## src/rtl/adc_trace_reader.sv

```systemverilog
// adc_trace_reader: copies one triggered capture-buffer record into trace memory during vblank.
// Optional per-record min/max tracking is compiled in with `define TRACE_PEAK_DETECT_EN.
module adc_trace_reader #(
  parameter int N_SAMPLES = 640,
  parameter int PRE_TRIG  = 320
) (
  input  logic        CLK_64MHZ,
  input  logic        MASTER_RST_N,
  input  logic        BUF_READY,
  input  logic [10:0] TRIG_ADDR,
  input  logic        VBLANK,
  output logic [10:0] RAM_ADDR,
  input  logic [7:0]  RAM_DATA,
  output logic [9:0]  TRACE_ADDR,
  output logic [7:0]  TRACE_DATA,
  output logic        TRACE_WE,
  output logic        VGA_WRITE_DONE,
  output logic [7:0]  TRACE_MIN,
  output logic [7:0]  TRACE_MAX,
  output logic [2:0]  STATE_DBG
);

  typedef enum logic [2:0] {
    IDLE    = 3'd0,
    WAIT_VB = 3'd1,
    READ    = 3'd2,
    FLUSH   = 3'd3,
    DONE    = 3'd4
  } state_t;

  localparam logic [10:0] PRE_TRIG_W = 11'(PRE_TRIG);
  localparam logic [9:0]  LAST_IDX   = 10'(N_SAMPLES - 1);

  state_t      state;
  logic [10:0] start_addr;
  logic [9:0]  rd_idx;
  logic [9:0]  pipe_idx;
  logic        pipe_vld;
  logic        flush_cnt;
  logic        read_entry;
  logic        done_entry;

  // Level handshake: BUF_READY high offers a frozen record and must stay high until
  // VGA_WRITE_DONE is seen; dropping it earlier abandons the copy.
  assign read_entry = (state == WAIT_VB) && BUF_READY && VBLANK;
  assign done_entry = (state == FLUSH) && BUF_READY && flush_cnt;
  assign STATE_DBG  = state;

  always_ff @(posedge CLK_64MHZ or negedge MASTER_RST_N) begin
    if (!MASTER_RST_N) begin
      state          <= IDLE;
      start_addr     <= 11'd0;
      rd_idx         <= 10'd0;
      pipe_idx       <= 10'd0;
      pipe_vld       <= 1'b0;
      flush_cnt      <= 1'b0;
      RAM_ADDR       <= 11'd0;
      TRACE_ADDR     <= 10'd0;
      TRACE_DATA     <= 8'd0;
      TRACE_WE       <= 1'b0;
      VGA_WRITE_DONE <= 1'b0;
    end else begin
      // Second pipeline stage: RAM_DATA now belongs to the address issued last cycle.
      pipe_vld <= 1'b0;
      if (pipe_vld) begin
        TRACE_WE   <= 1'b1;
        TRACE_ADDR <= pipe_idx;
        TRACE_DATA <= RAM_DATA;
      end else begin
        TRACE_WE <= 1'b0;
      end

      case (state)
        IDLE: begin
          if (BUF_READY) begin
            start_addr <= TRIG_ADDR - PRE_TRIG_W;
            state      <= WAIT_VB;
          end
        end
        WAIT_VB: begin
          if (read_entry) begin
            state    <= READ;
            RAM_ADDR <= start_addr;
            rd_idx   <= 10'd0;
          end else if (!BUF_READY) begin
            state <= IDLE;
          end
        end
        READ: begin
          if (!BUF_READY) begin
            state    <= IDLE;
            TRACE_WE <= 1'b0;
          end else begin
            pipe_vld <= 1'b1;
            pipe_idx <= rd_idx;
            if (rd_idx == LAST_IDX) begin
              state     <= FLUSH;
              flush_cnt <= 1'b0;
            end else begin
              rd_idx   <= rd_idx + 10'd1;
              RAM_ADDR <= RAM_ADDR + 11'd1;
            end
          end
        end
        FLUSH: begin
          if (done_entry) begin
            state          <= DONE;
            VGA_WRITE_DONE <= 1'b1;
          end else if (!BUF_READY) begin
            state    <= IDLE;
            TRACE_WE <= 1'b0;
          end else begin
            flush_cnt <= 1'b1;
          end
        end
        DONE: begin
          if (!BUF_READY) begin
            state          <= IDLE;
            VGA_WRITE_DONE <= 1'b0;
          end
        end
        default: state <= IDLE;
      endcase
    end
  end

`ifdef TRACE_PEAK_DETECT_EN
  logic [7:0] run_min;
  logic [7:0] run_max;

  // Running extremes follow the samples entering the write stage; published only on DONE entry.
  always_ff @(posedge CLK_64MHZ or negedge MASTER_RST_N) begin
    if (!MASTER_RST_N) begin
      run_min   <= 8'hFF;
      run_max   <= 8'h00;
      TRACE_MIN <= 8'h00;
      TRACE_MAX <= 8'h00;
    end else begin
      if (read_entry) begin
        run_min <= 8'hFF;
        run_max <= 8'h00;
      end else if (pipe_vld) begin
        if (RAM_DATA < run_min) run_min <= RAM_DATA;
        if (RAM_DATA > run_max) run_max <= RAM_DATA;
      end
      if (done_entry) begin
        TRACE_MIN <= run_min;
        TRACE_MAX <= run_max;
      end
    end
  end
`else
  assign TRACE_MIN = 8'h00;
  assign TRACE_MAX = 8'h00;
`endif

endmodule
```

## config.mk

```make
export PLATFORM = sky130hd
export DESIGN_NAME = adc_trace_reader
export DESIGN_NICKNAME = d
export VERILOG_FILES = /design/src/rtl/adc_trace_reader.sv
export SDC_FILE = /design/constraint.sdc
export NUM_CORES = 1
export LEC_CHECK = 0
export CAP_MARGIN = 20
export CORE_MARGIN = 2
export CORE_UTILIZATION = 45
export CTS_CLUSTER_DIAMETER = 80
export DETAILED_ROUTE_END_ITERATION = 16
export PLACE_DENSITY = 0.76
export SLEW_MARGIN = 20
export SYNTH_ARGS = -nofsm -noshare
export SYNTH_HDL_FRONTEND = slang
export SYNTH_SLANG_ARGS = --single-unit
```

## constraint.sdc

```tcl
create_clock -name CLK_64MHZ -period 1.8 [get_ports CLK_64MHZ]
set_input_delay 0.54 -clock CLK_64MHZ [delete_from_list [all_inputs] [get_ports CLK_64MHZ]]
set_output_delay 0.54 -clock CLK_64MHZ [all_outputs]
set_load 0.02 [all_outputs]
```

Yosys cells after proc, flatten, opt, wreduce, memory -nomap -nowiden
Index checks and enable logic that the tools add are counted.
Widths: inputs -> output; s select.
{"block": "totals", "memories": 0, "ff_bits": 67, "ramBits": 0, "inputBits": 23, "romBits": 0, "latchBits": 0}
{"block": "op_classes", "muxes": 29, "div_mod_pow": 0, "n_eq_ne": 15, "n_lt_le_gt_ge": 0, "n_bitwise": 0, "n_reduce_logical": 14, "addsub": 3, "shifts": 0, "n_mul": 0}
{"operator": "$mux 11", "count": 3}
{"operator": "$mux 10", "count": 3}
{"operator": "$pmux 11 s2", "count": 1}
{"operator": "$pmux 10 s2", "count": 1}
{"operator": "$mux 3", "count": 6}
{"operator": "$ne 2x2->1 const B", "count": 9}
{"operator": "$pmux 3 s5", "count": 1}
{"operator": "$add 11x1->11 const B", "count": 1}
{"operator": "$mux 1", "count": 11}
{"operator": "$sub 11x9->11 const B", "count": 1}
{"operator": "$add 10x1->10 const B", "count": 1}
{"operator": "$eq 10x10->1 const B", "count": 1}
{"operator": "$eq 3x2->1 const B", "count": 2}
{"operator": "$pmux 1 s2", "count": 3}
{"operator": "$reduce_and 2->1", "count": 3}
{"operator": "$reduce_bool 2->1", "count": 3}
{"operator": "$reduce_and 5->1", "count": 1}
{"operator": "$logic_and 1x1->1", "count": 4}
{"operator": "$reduce_and 4->1", "count": 1}
{"operator": "$eq 3x1->1 const B", "count": 1}
{"operator": "$eq 3x3->1 const B", "count": 1}
{"operator": "$logic_not 3->1", "count": 1}
{"operator": "$ne 3x3->1 const B", "count": 1}
{"operator": "$reduce_and 3->1", "count": 1}

Longest topological paths before layout
{"block": "depth", "word_depth": 5, "depth_mapped": 8, "mapped_depth_nobuf": 6}

Least setup slack after synthesis
No wires, ideal clock.
{"block": "synth_timing", "kind": "register to register", "startpoint": "reg state[2], in the netlist STATE_DBG[2]", "endpoint": "reg pipe_idx[1]", "path_slack_ns": -0.116, "path_stages_with_launch": 7, "arrival_ns": 1.791, "required_time_ns": 1.675, "setup_time_ns": 0.125, "period_less_slack_ns": 1.916, "cell_sequence": "dfrtp_1 -> buf_2 -> or3b_1 -> buf_2 -> nor2_4 -> buf_2 -> mux2_2"}
{"block": "synth_via", "elab_chain_cells": 2}
{"element": "from (decl)", "line": "34", "source": "state_t state;"}
{"element": "from (signal assigned)", "line": "51", "source": "state <= IDLE;"}
{"element": "from (signal assigned)", "line": "77", "source": "state <= WAIT_VB;"}
{"element": "from (signal assigned)", "line": "82", "source": "state <= READ;"}
{"element": "$eq 3x2->1", "line": "73", "source": "case (state)"}
{"element": "$reduce_and 2->1 (no source line)"}
{"element": "to (signal assigned)", "line": "95", "source": "pipe_idx <= rd_idx;"}
{"element": "to (decl)", "line": "37", "source": "logic [9:0] pipe_idx;"}
Every way passes these cells.
A chain may end at the register's enable or synchronous reset.

Worst setup path after layout
{"block": "layout_timing", "startpoint": "reg state[0], in the netlist STATE_DBG[0]", "endpoint": "reg RAM_ADDR[9]"}
{"block": "layout_via", "elab_chain_cells": 5, "elab_cells_between_ends": 10, "classes_between": "eq/ne: 5; mux: 1; reduce/logical: 4"}
{"element": "$eq 3x1->1", "line": "45, 73"}
{"element": "$logic_and 1x1->1 (2 in a row)", "line": "45", "source": "assign read_entry = (state == WAIT_VB) && BUF_READY && VBLANK;"}
{"element": "$ne 2x2->1 (no source line)"}
{"element": "$reduce_and 4->1 (no source line)"}
{"element": "to (signal assigned)", "line": "83", "source": "RAM_ADDR <= start_addr;"}
{"element": "to (signal assigned)", "line": "101", "source": "RAM_ADDR <= RAM_ADDR + 11'd1;"}
{"element": "to (decl)", "line": "12", "source": "output logic [10:0] RAM_ADDR,"}
Parallel ways exist; a longest one is shown, timed or not.

==> results.md <==
* Max Clock Skew at approximately 0.0070 ns
* Die height at slightly below 90 µm
* Routed WL at between 7000 and 8000 µm
* Final Hold Vio Count at 0
* CTS H-tree lvls at 3
* Clk buf depth at 2
* GRT overflow at 0
* Initial antenna violation count at 0
* Period Utilization, post-route at 0.976
* CP max FO at 5
* FF-to-FF Start: STATE_DBG[0]
* Final ANT Viol Nets at 0
* Largest family of logic cells by synthesized area: simple AND/OR/NAND/NOR gates
* Post-synthesis mux area share at 0.107
* Final instance count without filler cells at ~500
* Asr flop ratio synth at 1.00
* Cts hold-fix bufs at 0
* Synthesized instance count at between 200 and 300
* VDD IR max at about 600 µV
* Root Buffer: clkbuf_8
* Max_cap viols at 0
* Setup crit start: STATE_DBG[0]
* Synthesized flop and latch total at 67
* PD cells at roughly 940 nW/µm²
* CP Cell Sequence: nor2b_2, a211oi_4, o211ai_2, buf_6, o211a_1, a211o_1
* Crit Path Class: reg -> reg
* Final GP Congestion at slightly below 0.9
* Clock power frac at 0.280
* Share of power burned in registers at 0.468
* Most common cell after layout, fill and taps aside: dfrtp_1
* Multi-input logic area at ~1400 µm²
* Worst Reg2Reg Path Length in Cells at 6
* Net Sw Power at between 1 and 1.5 mW
* Unrepaired setup endpoints after global routing: yes
* Outcome: completed
* Internal power at between 2 and 3 mW
* Dpl cells at roughly 470
* Vias/cell at between 5 and 6
* Reg2reg end: RAM_ADDR[9]
* Diodes inserted at 0
* Crit path to: RAM_ADDR[9]
* Synth warnings at 0
* Fin worst setup slack at roughly 0.044 ns
* DR iter-0 viols at ~110
* Most frequent cells in the layout: dfrtp_1, nand2_1, buf_4, dlygate4sd2_1, mux2_2
* DRC viols at 0
* First-pass GRT wire length at 11,400 µm
* Switching Share at 0.324
* Synth cell types at 48
* Post-synthesis xor/xnor area fraction at 0.0138
* Initial core utilization at 0.466
* Number of clock sinks at 67
* Reg area at about 1700 µm²
* Fin. max-slew vios at 0
* Share of post-route cells with drive strength above 1 at 0.274
* Crit start category: flip-flop
* Simple-gate share of the synthesized area at 0.143
* Die X at a little under 90 µm
* Num CTS Buffers at 9
* FF-to-FF setup slack at about 0.044 ns
* Nets at between 400 and 500
* Clk Latency, worst-skew pair at about 0.34 ns
* Post-synth EDFFs at 0
* Fin crit period at 1.76 ns
* CP max-delay cell: dfrtp_1
* Clock slew seen by the registers of the worst setup and hold paths at roughly 0.07 ns
* Synth Area in Compound Gates at 0.124
* Synth Cell Area at about 3200 µm²
* Util after Layout at 0.624
* TritonRoute pass-1 iters at 4
* Port Buf Inserts at 56
* GRT Resource Usage Total at 0.193
* Row count at 30
* WHS at ~0.20 ns
* Post-DP HPWL at 4830 µm
* Vias in the first global route at 2,487
* # IOs at 73
* Final Setup Violations at 0
* Vias at roughly 2,600
* Area growth syn-to-layout at 34.0%
* WL per Instance at approximately 14 µm
* Full die area at approximately 7700 µm²
* Worst setup EP type: flip-flop
* CTS tree: done
* Place WS at -0.560 ns
* Hold crit path type: in -> async
* Slowest stage delay, CP at around 0.42 ns
* Syn Area/Cell at about 11 µm²
* Post-Synth Adder-Cell Area at 0.0119
* Leakage at between 2 and 2.5 nW
* Combinational power share at 0.252
* Worst endpoint data arrival time at 1.98 ns
* Dominant synthesized flop cell: dfrtp_1
* Core area at approximately 6800 µm²
* Sequential share of the synthesized area at 0.530
* Critical path required time at between 2 and 2.5 ns
* Fill cell count at around 600
* Pin count of the biggest net entering global routing at between 60 and 70
* Fmax at 569 MHz
==> per-stage QoR <==
step | area, µm² | total power [mW] | TNS [ns]
after floorplan | 3250 | 2.44 | 0
after global placement | 4000 | 2.90 | -13.71
after detailed placement | 4000 | 2.93 | -14.94
after CTS | 4170 | 3.99 | 0
after global routing | 4240 | 4.22 | -0.205
final | 4240 | 4.00 | 0
==> layout make-up <==
type	count	area share
sequential	67	0.396
multi-input combinational	209	0.323
timing repair buffer	100	0.202
clock buffer	11	0.0357
tap	96	0.0283
inverter	9	0.00796
clock inverter	5	0.00649
==> power by group through the flow <==
stage                     Sequential [mW]  Combinational, mW  Clock (mW)
after CTS                            1.86              0.984        1.14
final                                1.87               1.01        1.12
after floorplan                      2.00              0.437           0
after global routing                 1.90               1.10        1.22
after global placement               1.89               1.01           0
after detailed placement             1.89               1.04           0
==> how the worst min path moves through the flow <==
stage,endpoint,cells past startpoint
floorplan,RAM_ADDR[0],0
global placement,start_addr[4],2
detailed placement,start_addr[3],2
CTS,RAM_ADDR[3],2
global route,start_addr[3],2
finish,start_addr[1],2
==> critical path: cells and delay by family, from the launching register on <==
kind | cells | cell delay (ns)
AO/OA/AOI/OAI | 4 | 0.87
flip-flops | 1 | 0.42
AND/OR/NAND/NOR | 1 | 0.19
buffers and inverters | 1 | 0.16
==> state kept, by name (all words and copies together) (netlist names) <==
name	cells
TRACE_WE	1
VGA_WRITE_DONE	1
STATE_DBG	3
pipe_vld	1
pipe_idx	10
TRACE_ADDR	10
start_addr	11
flush_cnt	1
RAM_ADDR	11
TRACE_DATA	8
rd_idx	10
==> synth_stat cells, types with 2 or more instances <==
cell,n,area [µm²]
a21oi_1,12,60.1
a22o_1,2,17.5
a311oi_1,3,26.3
and2_1,2,12.5
buf_2,6,30.0
buf_4,17,128
clkbuf_1,5,18.8
dfrtp_1,67,1680
ha_1,3,37.5
inv_1,9,33.8
mux2_2,30,338
nand2_1,44,165
nand3_1,10,50.1
nand4_1,3,18.8
nor2_1,21,78.8
nor3_1,6,30.0
o211a_1,2,20.0
o21ai_0,14,70.1
o22ai_1,4,25.0
o31ai_1,3,22.5
o32ai_1,3,26.3
or3_1,3,18.8
or4_1,2,15.0
xnor2_1,2,17.5
xor2_1,3,26.3
==> what timing repair did <==
item                       CTS  global route
resized for setup           43            13
setup endpoints to repair   51            19
gates cloned                 1             0
setup buffers                2             4
pin swaps                    2             3
==> per-layer routing <==
layer	GRT usage	up-vias	share of wire
li1	-	1224	-
met1	0.241	1242	0.42
met2	0.319	92	0.49
met3	0.0386	19	0.064
met4	0.0979	0	0.033
met5	0	-	0
==> cell families (layout without fill, tap and decap cells) <==
| group | count (synthesis) | count (layout) |
|---|---|---|
| AO/OA/AOI/OAI | 56 | 56 |
| XOR/XNOR | 5 | 5 |
| adder cells (fa/ha/maj) | 3 | 3 |
| buffers and inverters | 38 | 125 |
| flip-flops | 67 | 67 |
| multiplexers | 30 | 30 |
| other | 1 | 16 |
| AND/OR/NAND/NOR | 99 | 99 |
Note: power is estimated with default switching activity, not from simulation.
